[src/rtl/mips_pkg.sv]
// rtl/mips_pkg.sv - shared MIPS pipeline control layout and constants
package mips_pkg;

  localparam int CTRL_W = 9;

  // Bit positions inside the decoded control bundle
  localparam int REG_WRITE  = 0;
  localparam int MEM_TO_REG = 1;
  localparam int MEM_READ   = 2;
  localparam int MEM_WRITE  = 3;
  localparam int ALU_SRC    = 4;
  localparam int REG_DST    = 5;
  localparam int ALU_OP_LO  = 6;
  localparam int ALU_OP_HI  = 8;

  localparam logic [4:0] REG_ZERO = 5'd0;

endpackage

[src/rtl/hazard_detect.sv]
// rtl/hazard_detect.sv - combinational load-use hazard compare
module hazard_detect
  import mips_pkg::*;
(
  input  logic       id_valid,
  input  logic       ex_valid,
  input  logic       ex_mem_read,
  input  logic [4:0] ex_rt,
  input  logic [4:0] id_rs,
  input  logic [4:0] id_rt,
  output logic       hazard_stall
);

  // A load in EX whose destination feeds either ID source must stall one cycle.
  // The rt compare is deliberately conservative: I-type consumers match too.
  // Loads to $0 never produce a value, so they never stall.
  assign hazard_stall = id_valid & ex_valid & ex_mem_read & (ex_rt != REG_ZERO) &
                        ((ex_rt == id_rs) | (ex_rt == id_rt));

endmodule

[src/rtl/id_ex_stage.sv]
// rtl/id_ex_stage.sv - ID/EX pipeline register with load-use bubble insertion
module id_ex_stage #(
  parameter int DATA_W = 32,
  parameter int CTRL_W = mips_pkg::CTRL_W,
  parameter int CNT_W  = 16
) (
  input  logic              clk,
  input  logic              rst,
  input  logic              id_valid,
  input  logic [CTRL_W-1:0] id_ctrl,
  input  logic [DATA_W-1:0] id_pc4,
  input  logic [DATA_W-1:0] id_rd1,
  input  logic [DATA_W-1:0] id_rd2,
  input  logic [DATA_W-1:0] id_imm,
  input  logic [4:0]        id_rs,
  input  logic [4:0]        id_rt,
  input  logic [4:0]        id_rd,
  input  logic              flush,
  input  logic              ext_stall,
  output logic              ex_valid,
  output logic [CTRL_W-1:0] ex_ctrl,
  output logic [DATA_W-1:0] ex_pc4,
  output logic [DATA_W-1:0] ex_rd1,
  output logic [DATA_W-1:0] ex_rd2,
  output logic [DATA_W-1:0] ex_imm,
  output logic [4:0]        ex_rs,
  output logic [4:0]        ex_rt,
  output logic [4:0]        ex_rd,
  output logic              hazard_stall,
  output logic              pc_write,
  output logic              if_id_write,
  output logic [CNT_W-1:0]  bubble_count
);
  import mips_pkg::*;

  localparam logic [CNT_W-1:0] CNT_MAX = {CNT_W{1'b1}};

  hazard_detect u_hazard_detect (
    .id_valid     (id_valid),
    .ex_valid     (ex_valid),
    .ex_mem_read  (ex_ctrl[MEM_READ]),
    .ex_rt        (ex_rt),
    .id_rs        (id_rs),
    .id_rt        (id_rt),
    .hazard_stall (hazard_stall)
  );

  // Front of the pipe freezes whenever this stage cannot accept the ID instruction
  assign pc_write    = ~(hazard_stall | ext_stall);
  assign if_id_write = ~(hazard_stall | ext_stall);

  // Pipeline register: flush > external hold > load-use bubble > normal load.
  // Bubbles zero controls and specifiers so nothing downstream acts or forwards
  // on them; data fields are left as-is since nothing consumes them.
  always_ff @(posedge clk or negedge rst) begin
    if (!rst) begin
      ex_valid     <= 1'b0;
      ex_ctrl      <= '0;
      ex_pc4       <= '0;
      ex_rd1       <= '0;
      ex_rd2       <= '0;
      ex_imm       <= '0;
      ex_rs        <= REG_ZERO;
      ex_rt        <= REG_ZERO;
      ex_rd        <= REG_ZERO;
      bubble_count <= '0;
    end else if (flush) begin
      ex_valid <= 1'b0;
      ex_ctrl  <= '0;
      ex_rs    <= REG_ZERO;
      ex_rt    <= REG_ZERO;
      ex_rd    <= REG_ZERO;
    end else if (ext_stall) begin
      ex_valid <= ex_valid;
    end else if (hazard_stall) begin
      ex_valid <= 1'b0;
      ex_ctrl  <= '0;
      ex_rs    <= REG_ZERO;
      ex_rt    <= REG_ZERO;
      ex_rd    <= REG_ZERO;
      if (bubble_count != CNT_MAX) begin
        bubble_count <= bubble_count + 1'b1;
      end
    end else begin
      ex_valid <= id_valid;
      ex_ctrl  <= id_ctrl;
      ex_pc4   <= id_pc4;
      ex_rd1   <= id_rd1;
      ex_rd2   <= id_rd2;
      ex_imm   <= id_imm;
      ex_rs    <= id_rs;
      ex_rt    <= id_rt;
      ex_rd    <= id_rd;
    end
  end

endmodule
[config.mk]
export PLATFORM = sky130hd
export DESIGN_NAME = id_ex_stage
export DESIGN_NICKNAME = d
export VERILOG_FILES = /design/src/rtl/mips_pkg.sv /design/src/rtl/hazard_detect.sv /design/src/rtl/id_ex_stage.sv
export SDC_FILE = /design/constraint.sdc
export NUM_CORES = 1
export LEC_CHECK = 0
export ABC_AREA = 1
export CAP_MARGIN = 20
export CORE_UTILIZATION = 38
export DETAILED_ROUTE_END_ITERATION = 6
export GPL_ROUTABILITY_DRIVEN = 0
export PLACE_DENSITY = 0.78
export SYNTH_ARGS = -nofsm -noshare
export SYNTH_HDL_FRONTEND = slang
export SYNTH_SLANG_ARGS = --single-unit
[constraint.sdc]
create_clock -name clk -period 1.9 [get_ports clk]
set_input_delay 0.57 -clock clk [delete_from_list [all_inputs] [get_ports clk]]
set_output_delay 0.57 -clock clk [all_outputs]
set_load 0.01 [all_outputs]
=== Yosys cells after proc, flatten, opt, wreduce, memory -nomap -nowiden ===
Index checks and enable logic that the tools add are counted.

* Flip-flop bits (word level): 169
* Memory bits (writable): 0
* Output and inout port bits: 172
* Bits in latches: 0
* Bits of input ports: 157
* ROM bits: 0
* Memories: 0
* Logic and storage cells: 43

* Muxes and demuxes: 15
* Shift-type cells: 0
* Bitwise gates (word level): 10
* Eq/ne operators: 4
* Divide/modulo/power cells: 0
* $lt $le $gt $ge: 0
* Reduce and logical (&&, ||, !) cells: 3
* Add/subtract/negate cells: 1
* $mul: 0

{| class="wikitable"
|+ Operators with widths
! kind !! count
|-
| two-way mux 5 bit || 9
|-
| two-way mux 9 bit || 3
|-
| adder 16 x 1 -> 16 bit (second input constant) || 1
|-
| != test 16 bit (second input constant) || 1
|-
| equality test 5 bit || 2
|-
| nonzero test 5 bit || 1
|-
| AND 1 bit || 4
|-
| NOT 1 bit || 4
|-
| AND reduction 4 bit || 1
|-
| two-way mux 1 bit || 3
|-
| AND reduction 3 bit || 1
|-
| != test 2 bit (second input constant) || 1
|-
| bitwise OR 1 bit || 2
|}

=== Longest topological paths before layout ===
Gate-level depths: netlist of the first run.

* Word-level depth: 7
* Mapped depth: 12
* Mapped depth without buffers: 10

=== Hierarchy ===
From an unflattened synthesis of the first run, not the netlist that was laid out.

* Cell total of the unflattened synthesis: 584
* Area, all modules: 7,503.4 µm²

{| class="wikitable"
|+ Modules (own cells, without submodules)
! module !! seq. area each (µm²) !! instances !! cells an instance !! area an instance (µm²)
|-
| id_ex_stage || 4,229.1 || 1 || 539 || 7,307.0
|-
| hazard_detect || 0.0 || 1 || 45 || 196.4
|}

=== Least setup slack after synthesis of the first run ===
Ideal clock, no wire load.

* Path type: in2out
* Start point: in id_rt[4]
* End point: out pc_write
* Setup slack: -308 ps
* Required time: 1,330 ps
* Data arrival time: 1,638 ps
* Cell stages on the path: 11
* Buffers on the path: 2
* Cells stage by stage: inv_1 nand2_1 nand2_1 nor2_1 nand3_1 nand2_2 nand2_2 buf_2 inv_1 nor2_1 buf_4

* Word-level cells in the longest chain between the ends: 5

{| class="wikitable"
|+ RTL lines
! item !! RTL line !! RTL
|-
| from (decl) || id_ex_stage.sv:16 || <nowiki>input logic [4:0] id_rt,</nowiki>
|-
| equality test 5 bit || hazard_detect.sv:18 || <nowiki>((ex_rt == id_rs) | (ex_rt == id_rt));</nowiki>
|-
| bitwise OR 1 bit || hazard_detect.sv:18 ||
|-
| AND 1 bit || hazard_detect.sv:17 || <nowiki>assign hazard_stall = id_valid & ex_valid & ex_mem_read & (ex_rt != REG_ZERO) &</nowiki>
|-
| net hazard_stall || id_ex_stage.sv:29 || <nowiki>output logic hazard_stall,</nowiki>
|-
| bitwise OR 1 bit || -- ||
|-
| NOT 1 bit || -- ||
|-
| to (decl) || id_ex_stage.sv:30 || <nowiki>output logic pc_write,</nowiki>
|}

The timed path passes the listed nets, and every way through them passes these cells.

=== Worst setup path in the final report of the first run ===
* Start point: reg ex_rt[2]
* End point: out if_id_write

* Word-level cells in the longest chain between the ends: 5
* Elaborated cells on any way between the ends: 8
* Classes of those cells: eq/ne (2); bitwise (5); reduce/logical (1)

{| class="wikitable"
|+ RTL lines
! item !! RTL line !! RTL
|-
| from (decl) || id_ex_stage.sv:27 || <nowiki>output logic [4:0] ex_rt,</nowiki>
|-
| from (signal assigned) || id_ex_stage.sv:92 || <nowiki>ex_rt <= id_rt;</nowiki>
|-
| equality test 5 bit / nonzero test 5 bit (equally long branches) || hazard_detect.sv:18, hazard_detect.sv:17 ||
|-
| bitwise OR 1 bit / AND 1 bit (equally long branches) || hazard_detect.sv:18, hazard_detect.sv:17 ||
|-
| AND 1 bit (*) || hazard_detect.sv:17 ||
|-
| bitwise OR 1 bit (*) || id_ex_stage.sv:50 || <nowiki>assign if_id_write = ~(hazard_stall | ext_stall);</nowiki>
|-
| NOT 1 bit (*) || id_ex_stage.sv:50 ||
|-
| to (decl) || id_ex_stage.sv:31 || <nowiki>output logic if_id_write,</nowiki>
|}

Mark *: on every way between the ends. The rest lies on a longest branch, timed or not.

==> results of run 1 <==
area by class of cell:
type	count	area (µm²)	area share
Clock buffer	19	432.9	0.03667
Multi-Input combinational cell	589	2624	0.2222
Clock inverter	13	157.7	0.01335
Sequential cell	169	4238	0.3589
Tap cell	229	286.5	0.02427
Timing Repair Buffer	397	3951	0.3347
Inverter	29	116.4	0.009856
state kept, by name (all words and copies together), names as in the netlist:
name,flops
ex_imm,32
ex_rt,5
ex_valid,1
ex_rd,5
ex_rd1,32
ex_pc4,32
bubble_count,16
ex_ctrl,9
ex_rs,5
ex_rd2,32
stage by stage:
step	TNS [ns]	std cells	util	hold slack, ns	total power [W]
2_1_floorplan	-0.09959	841	-	0.2744	0.004871
3_3_place_gp	-75.33	1384	0.5971	0.4527	0.006222
3_5_place_dp	-81.26	1384	0.5971	0.4571	0.006264
4_1_cts	-2.523	1444	0.6387	0.08093	0.009637
5_1_grt	-2.005	1445	0.6484	0.09326	0.009966
6_report	-0.9585	1445	0.6484	0.08344	0.009538
routing by layer:
metal	share of wire	vias to the layer above	wire, µm	global-route usage
met2	0.48	321	11490	0.4097
met4	0.042	0	1010	0.1234
met1	0.40	3405	9498	0.2929
li1	-	3412	-	-
met5	0	-	0	0
met3	0.076	69	1820	0.07020
logic make-up after synthesis:
| family | count (synthesis) | synth area share |
|---|---|---|
| buffers and inverters | 83 | 0.05273 |
| xor gates and xnor gates | 14 | 0.01711 |
| adders and majority gates | 1 | 0.001746 |
| DFF | 169 | 0.5902 |
| AOI/OAI and AO/OA | 12 | 0.009079 |
| and+or+nand+nor | 562 | 0.3291 |
critical path: stages, from the launching register on:
cell and delay (ns):
dfrtp_2 0.44, inv_2 0.09, nand2_1 0.06, nand2_1 0.09, nor2_2 0.05, nand3_1 0.09
nand2_2 0.08, nand2_4 0.09, inv_4 0.05, nor2_4 0.11, buf_6 0.12
synthesized netlist by cell type, drive strengths merged:
library cell and n:
nand2 360, nand3 171, dfrtp 169, buf 49, inv 29, nor2 22
xnor2 10, o21ai 8, nand4 6, clkbuf 5, o22ai 4, xor2 4
nor3 2, ha 1, or2 1
worst paths after layout:
check | startpoint | to | slack, ns | cells after the start
hold reg to reg | ex_rd2[10] | ex_rd2[10] | 0.46 | 2
hold / removal | rst | bubble_count[10] | 0.08 | 1
setup reg to reg | ex_rt[2] | bubble_count[12] | 0.09 | 11
setup / recovery | ex_rt[2] | if_id_write | -0.34 | 10
min in group clk | ex_rd2[10] | ex_rd2[10] | 0.46 | 2
max in group asynchronous | rst | ex_rd2[23] | 1.22 | 2
timing repair:
item                                    4_1_cts  5_1_grt
endpoints found under the setup margin      197      220
cloned                                        2        2
buffers inserted                             26        5
pin swaps                                    10       11
gates resized for setup                     171       66
cells in the final DEF, fill, tap and decap left out, types with 2 or more instances in the layout:
master           Yosys  routed
buf_12               0       5
buf_16               0       5
buf_2               26       2
buf_4                9      53
buf_6                0       8
bufinv_16            0       2
clkbuf_1             5       2
clkbuf_16            0      18
clkdlybuf4s50_1      0     145
clkinv_4             0       5
dfrtp_1            169     162
dfrtp_2              0       7
dlygate4sd2_1        0     128
dlymetal6s2s_1       0      49
inv_1               25      22
inv_2                4       5
inv_6                0       5
nand2_1            357     352
nand2_2              2       6
nand3_1            171     170
nand4_1              6       6
nor2_1              21      17
nor2_2               1       3
nor2_4               0       2
nor3_1               2       2
o21ai_0              8       7
o22ai_1              4       3
xnor2_1             10      10
xor2_1               4       4
power breakdown:
group,internal (W),switching (W),total [W]
Combinational,0.000971,0.000887,0.00186
Sequential,0.00397,0.000198,0.00417
Clock,0.00198,0.00153,0.00351
Total,0.00692,0.00262,0.00954
==> summary.md, run 1 <==
| Metric | Value |
|---|---|
| Die area | `about 0.019 mm²` |
| TritonCTS Buffers | `17` |
| Sequential share of the synthesized area | `0.5902` |
| DRT iter0 DRCs | `270` |
| Status | `finished with violations` |
| Drc violations | `0` |
| Final ANT Viol Nets | `0` |
| Cell variety after synth | `21` |
| Die Ht | `about 140 µm` |
| First-pass GRT wire length | `approximately 38000 µm` |
| Rel. slew slack | `0.6990` |
| Syn Nets | `about 1000` |
| Yosys top cell by area | `dfrtp_1` |
| Mean post-synth cell area | `roughly 8.5 µm²` |
| ANT cells | `0` |
| Final hold violation count | `0` |
| Startpoint Class | `flop` |
| Failing checks | `setup timing` |
| Worst slack, placed | `-0.8513 ns` |
| Initial antenna violation count | `0` |
| Synthesis-to-layout area growth | `64.76%` |
| CP max FO | `4` |
| Clk_skew | `a little under 0.01 ns` |
| Synth top area share | `0.5902` |
| Vias in the first global route | `slightly above 7000` |
| Final wirelength | `between 20000 and 25000 µm` |
| Placed wire-length estimate | `approximately 16000 µm` |
| Final-layout fill cell count | `roughly 1500` |
| CTS Root Cell | `clkbuf_16` |
| # Max-Cap Violations | `0` |
| Fin crit share | `1.177` |
| Grt total ovfl | `0` |
| Worst setup margin | `-0.3372 ns` |
| Max-slew violations | `0` |
| Clk slew on worst S/H paths | `~0.070 ns` |
| Chip width | `roughly 140 µm` |
| Drt wl/cell | `16.48 µm` |
| RSZ-0062 raised after global routing | `true` |
| Synthesized flop and latch total | `approximately 170` |
| Yosys warns | `0` |
| GRT Total Usage | `0.2467` |
| Element type at the critical path end | `primary output` |
| Critical path data required time | `around 1.3 ns` |
| Power per cell area | `807.8 mW/mm²` |
| Row cnt | `just under 50` |
| Port buffer count | `about 330` |
| Largest net degree at the start of global routing | `87` |
| Clk_lat worst skew | `roughly 0.42 ns` |
| DR pass1 iterations | `5` |
| Placement Cell Area | `about 0.011 mm²` |
| Vias per cell | `roughly 5.0` |
| CTS tree | `built` |
| Initial Util | `0.3935` |
| Leak Pwr | `a little under 7 nW` |
| Post-Syn Area | `roughly 0.007 mm²` |
| Top cells by area, synth | `dfrtp_1 (59%), nand2_1 (19%), nand3_1 (12%)` |
| Min-Delay Path Class | `in2async` |
| CTS Sinks | `roughly 170` |
| Share of cells above drive strength 1 | `0.1110` |
| Final instance area | `between 0.01 and 0.015 mm²` |
| H-tree level count | `4` |
| Arrival @ worst endpoint | `1.67 ns` |
| Total number of vias | `~7000` |
| # nets final | `between 1000 and 1500` |
| Post-route minimum period | `2.237 ns` |
| Setup violations, final | `3` |
| Buffer depth of the longest clock path | `2` |
| IO Pins | `329` |
| Cells after Synth | `between 800 and 900` |
| Fmax achieved | `~0.45 GHz` |
| Setup CP Type | `reg2out` |
| Core footprint | `approximately 0.018 mm²` |
| CTS Hold Bufs | `0` |
| Peak VDD IR | `roughly 0.00063 V` |
| Worst-Margin Slew | `~0.45 ns` |
Power figures use the tool's default switching activity.
==> inputs of run 2 (changes only) <==
Settings changed: CORE_MARGIN set to 4.
==> summary.md, run 2 (synthesized netlist as in run 1, its figures left out) <==
| Metric | Value |
|---|---|
| Clk_lat worst skew | `0.41 ns (about the same)` |
| Most frequent cells in the layout | `nand2_1 (355), nand3_1 (169), dfrtp_1 (161), clkdlybuf4s50_1 (148), dlygate4sd2_1 (123)` |
| Final ANT Viol Nets | `0 (unchanged)` |
| Global Route met3 Usage | `0.06860 (-0.001600)` |
| Arrival @ worst endpoint | `1.72 ns (+0.05 ns)` |
| Total Power | `0.009491 W (-0.49%)` |
| Placement Cell Area | `0.01098 mm² (+1.0%)` |
| Vias in the first global route | `6945 (-4.2%)` |
| Setup TNS | `-12.36 ns (-11.40 ns)` |
| Setup CP Type | `reg2out` |
| Initial antenna violation count | `1 (+1)` |
| Drt wl/cell | `16.53 µm (+0.27%)` |
| Drc violations | `0 (unchanged)` |
| GRT Total Usage | `0.2181 (-0.02862)` |
| Post-route minimum period | `2.289 ns (+0.05159 ns)` |
| Clk slew on worst S/H paths | `0.07 ns (about the same)` |
| Peak VDD IR | `0.0005574 V (-11%)` |
| Grt total ovfl | `0 (unchanged)` |
| CP max FO | `3 (-1)` |
| Final-layout fill cell count | `1530 (+0.46%)` |
| CTS Root Cell | `clkbuf_16` |
| Power per cell area | `808.6 mW/mm² (about the same)` |
| Min-Delay Path Class | `in2async` |
| Worst-Margin Slew | `0.4318 ns (-0.01976 ns)` |
| First-pass GRT wire length | `37360 µm (-1.3%)` |
| Layer with the highest usage | `met2` |
| Final instance area | `0.01174 mm² (-0.58%)` |
| Fin crit share | `1.205 (+0.02715)` |
| H-tree level count | `4 (unchanged)` |
| Row cnt | `49 (unchanged)` |
| Final hold slack | `0.07598 ns (-0.007461 ns)` |
| Chip width | `145.3 µm (+4.3%)` |
| Placed wire-length estimate | `16910 µm (+9.0%)` |
| # Max-Cap Violations | `0 (unchanged)` |
| Largest net degree at the start of global routing | `63 (-28%)` |
| Fmax achieved | `0.4369 GHz (-2.3%)` |
| GR Util met2 | `0.3559 (-0.05376)` |
| Element type at the critical path end | `primary output` |
| Initial Util | `0.3922 (-0.001321)` |
| Share of cells above drive strength 1 | `0.1007 (-0.01027)` |
| Setup violations, final | `151 (+148)` |
| RSZ-0062 raised after global routing | `true` |
| Total number of vias | `7026 (-2.5%)` |
| Most common cell after layout, fill and taps aside | `nand2_1` |
| Leak Pwr | `6.684 nW (-0.62%)` |
| Worst setup margin | `-0.3888 ns (-0.05158 ns)` |
| Buffer depth of the longest clock path | `2 (unchanged)` |
| Final wirelength | `23650 µm (-0.70%)` |
| Worst r2r path cells | `11 (unchanged)` |
| IO Pins | `329 (unchanged)` |
| Die Ht | `145.3 µm (+4.3%)` |
| Die area | `0.02112 mm² (+8.8%)` |
| Synthesis-to-layout area growth | `63.80%` |
| Final cell count without fillers | `1431 (-0.97%)` |
| CTS tree | `built` |
| Met1 Resource Use GR | `0.2733 (-0.01965)` |
| CTS Sinks | `169 (unchanged)` |
| Max-slew violations | `0 (unchanged)` |
| Status | `finished with violations` |
| Core footprint | `0.01827 mm² (+0.34%)` |
| Critical path data required time | `1.33 ns (about the same)` |
| CTS Hold Bufs | `0 (unchanged)` |
| Startpoint Class | `flop` |
| Final hold violation count | `0 (unchanged)` |
| Port buffer count | `328 (unchanged)` |
| Reg2reg setup slack | `-0.14 ns (-0.23 ns)` |
| DR pass1 iterations | `5 (unchanged)` |
| R2R Path End | `ex_rs[1]` |
| Critical R2R Launch | `ex_rt[0]` |
| # nets final | `1346 (-1.1%)` |
| Placed Cells | `1387 (+0.22%)` |
| Vias per cell | `4.910 (-1.6%)` |
| TritonCTS Buffers | `17 (unchanged)` |
| DRT iter0 DRCs | `368 (+36%)` |
| Failing checks | `setup timing` |
| Clk_skew | `0.008377 ns (-0.001228 ns)` |
| Rel. slew slack | `0.7122 (+0.01318)` |
==> run 2: changes by cell type in the layout (fill, tap and decap cells not counted), moves of 2 or more <==
| cell | before | now |
|---|---|---|
| clkbuf_1 | 2 | 0 |
| dlymetal6s2s_1 | 49 | 52 |
| clkinv_2 | 0 | 3 |
| clkdlybuf4s50_1 | 145 | 148 |
| nand2_1 | 352 | 355 |
| nand2_2 | 6 | 3 |
| clkinv_4 | 5 | 0 |
| buf_16 | 5 | 1 |
| buf_4 | 53 | 31 |
| clkinvlp_4 | 1 | 3 |
| buf_12 | 5 | 14 |
| dlygate4sd2_1 | 128 | 123 |
==> run 2: layout make-up <==
class / instances / area [µm²] / share of cell area
Multi-Input combinational cell: 589 / 2615 / 0.2228
Timing Repair Buffer: 382 / 3894 / 0.3317
Antenna cell: 1 / 2.502 / 0.0002132
Tap cell: 229 / 286.5 / 0.02441
Inverter: 29 / 113.9 / 0.009700
Clock inverter: 15 / 161.4 / 0.01375
Clock buffer: 17 / 425.4 / 0.03624
Sequential cell: 169 / 4239 / 0.3612
==> run 2: worst max-delay path by stage <==
stage               slack (ns)           to      from
floorplan                 -0.1     pc_write  id_rs[1]
global placement         -0.85   ex_rd2[29]  id_rt[0]
detailed placement       -0.90   ex_ctrl[2]  id_rt[0]
CTS                      -0.30  if_id_write  ex_rt[0]
global route             -0.47  if_id_write  ex_rt[0]
finish                   -0.39  if_id_write  ex_rt[2]
==> run 2: timing repair <==
| item | CTS | global route |
|---|---|---|
| endpoints found under the setup margin | 270 | 225 |
| gates resized for setup | 158 | 68 |
| cloned | 0 | 2 |
| buffers inserted | 14 | 2 |
| pin swaps | 19 | 10 |
==> run 2: worst max-delay path, stage by stage (launching register included) <==
cell     delay (ns)
dfrtp_1        0.40
buf_4          0.15
nand2_1        0.06
nand2_1        0.04
nor2_1         0.11
nand3_1        0.14
nand2_2        0.13
nand2_4        0.06
inv_4          0.06
nor2_4         0.04
buf_6          0.12
==> run 2: stage by stage <==
| stage | utilization | setup WS [ns] |
|---|---|---|
| global placement | 0.6012 | -0.8462 |
| detailed placement | 0.6012 | -0.8962 |
| finish | 0.6424 | -0.3888 |
| global route | 0.6424 | -0.4660 |
| floorplan | - | -0.09959 |
| CTS | 0.6321 | -0.3012 |
==> run 2: power by group <==
group,internal (W),switching [W]
sequential,0.00397,0.000196
clock,0.00197,0.00151
combinational,0.000969,0.000880
==> run 2: routing by layer <==
metal  up-vias  routed length (µm)  part of all wire
met3        50                1896             0.080
met4         0                 701             0.030
met2       314               11560              0.49
met1      3282                9493              0.40
met5         -                   0                 0
li1       3380                   -                 -
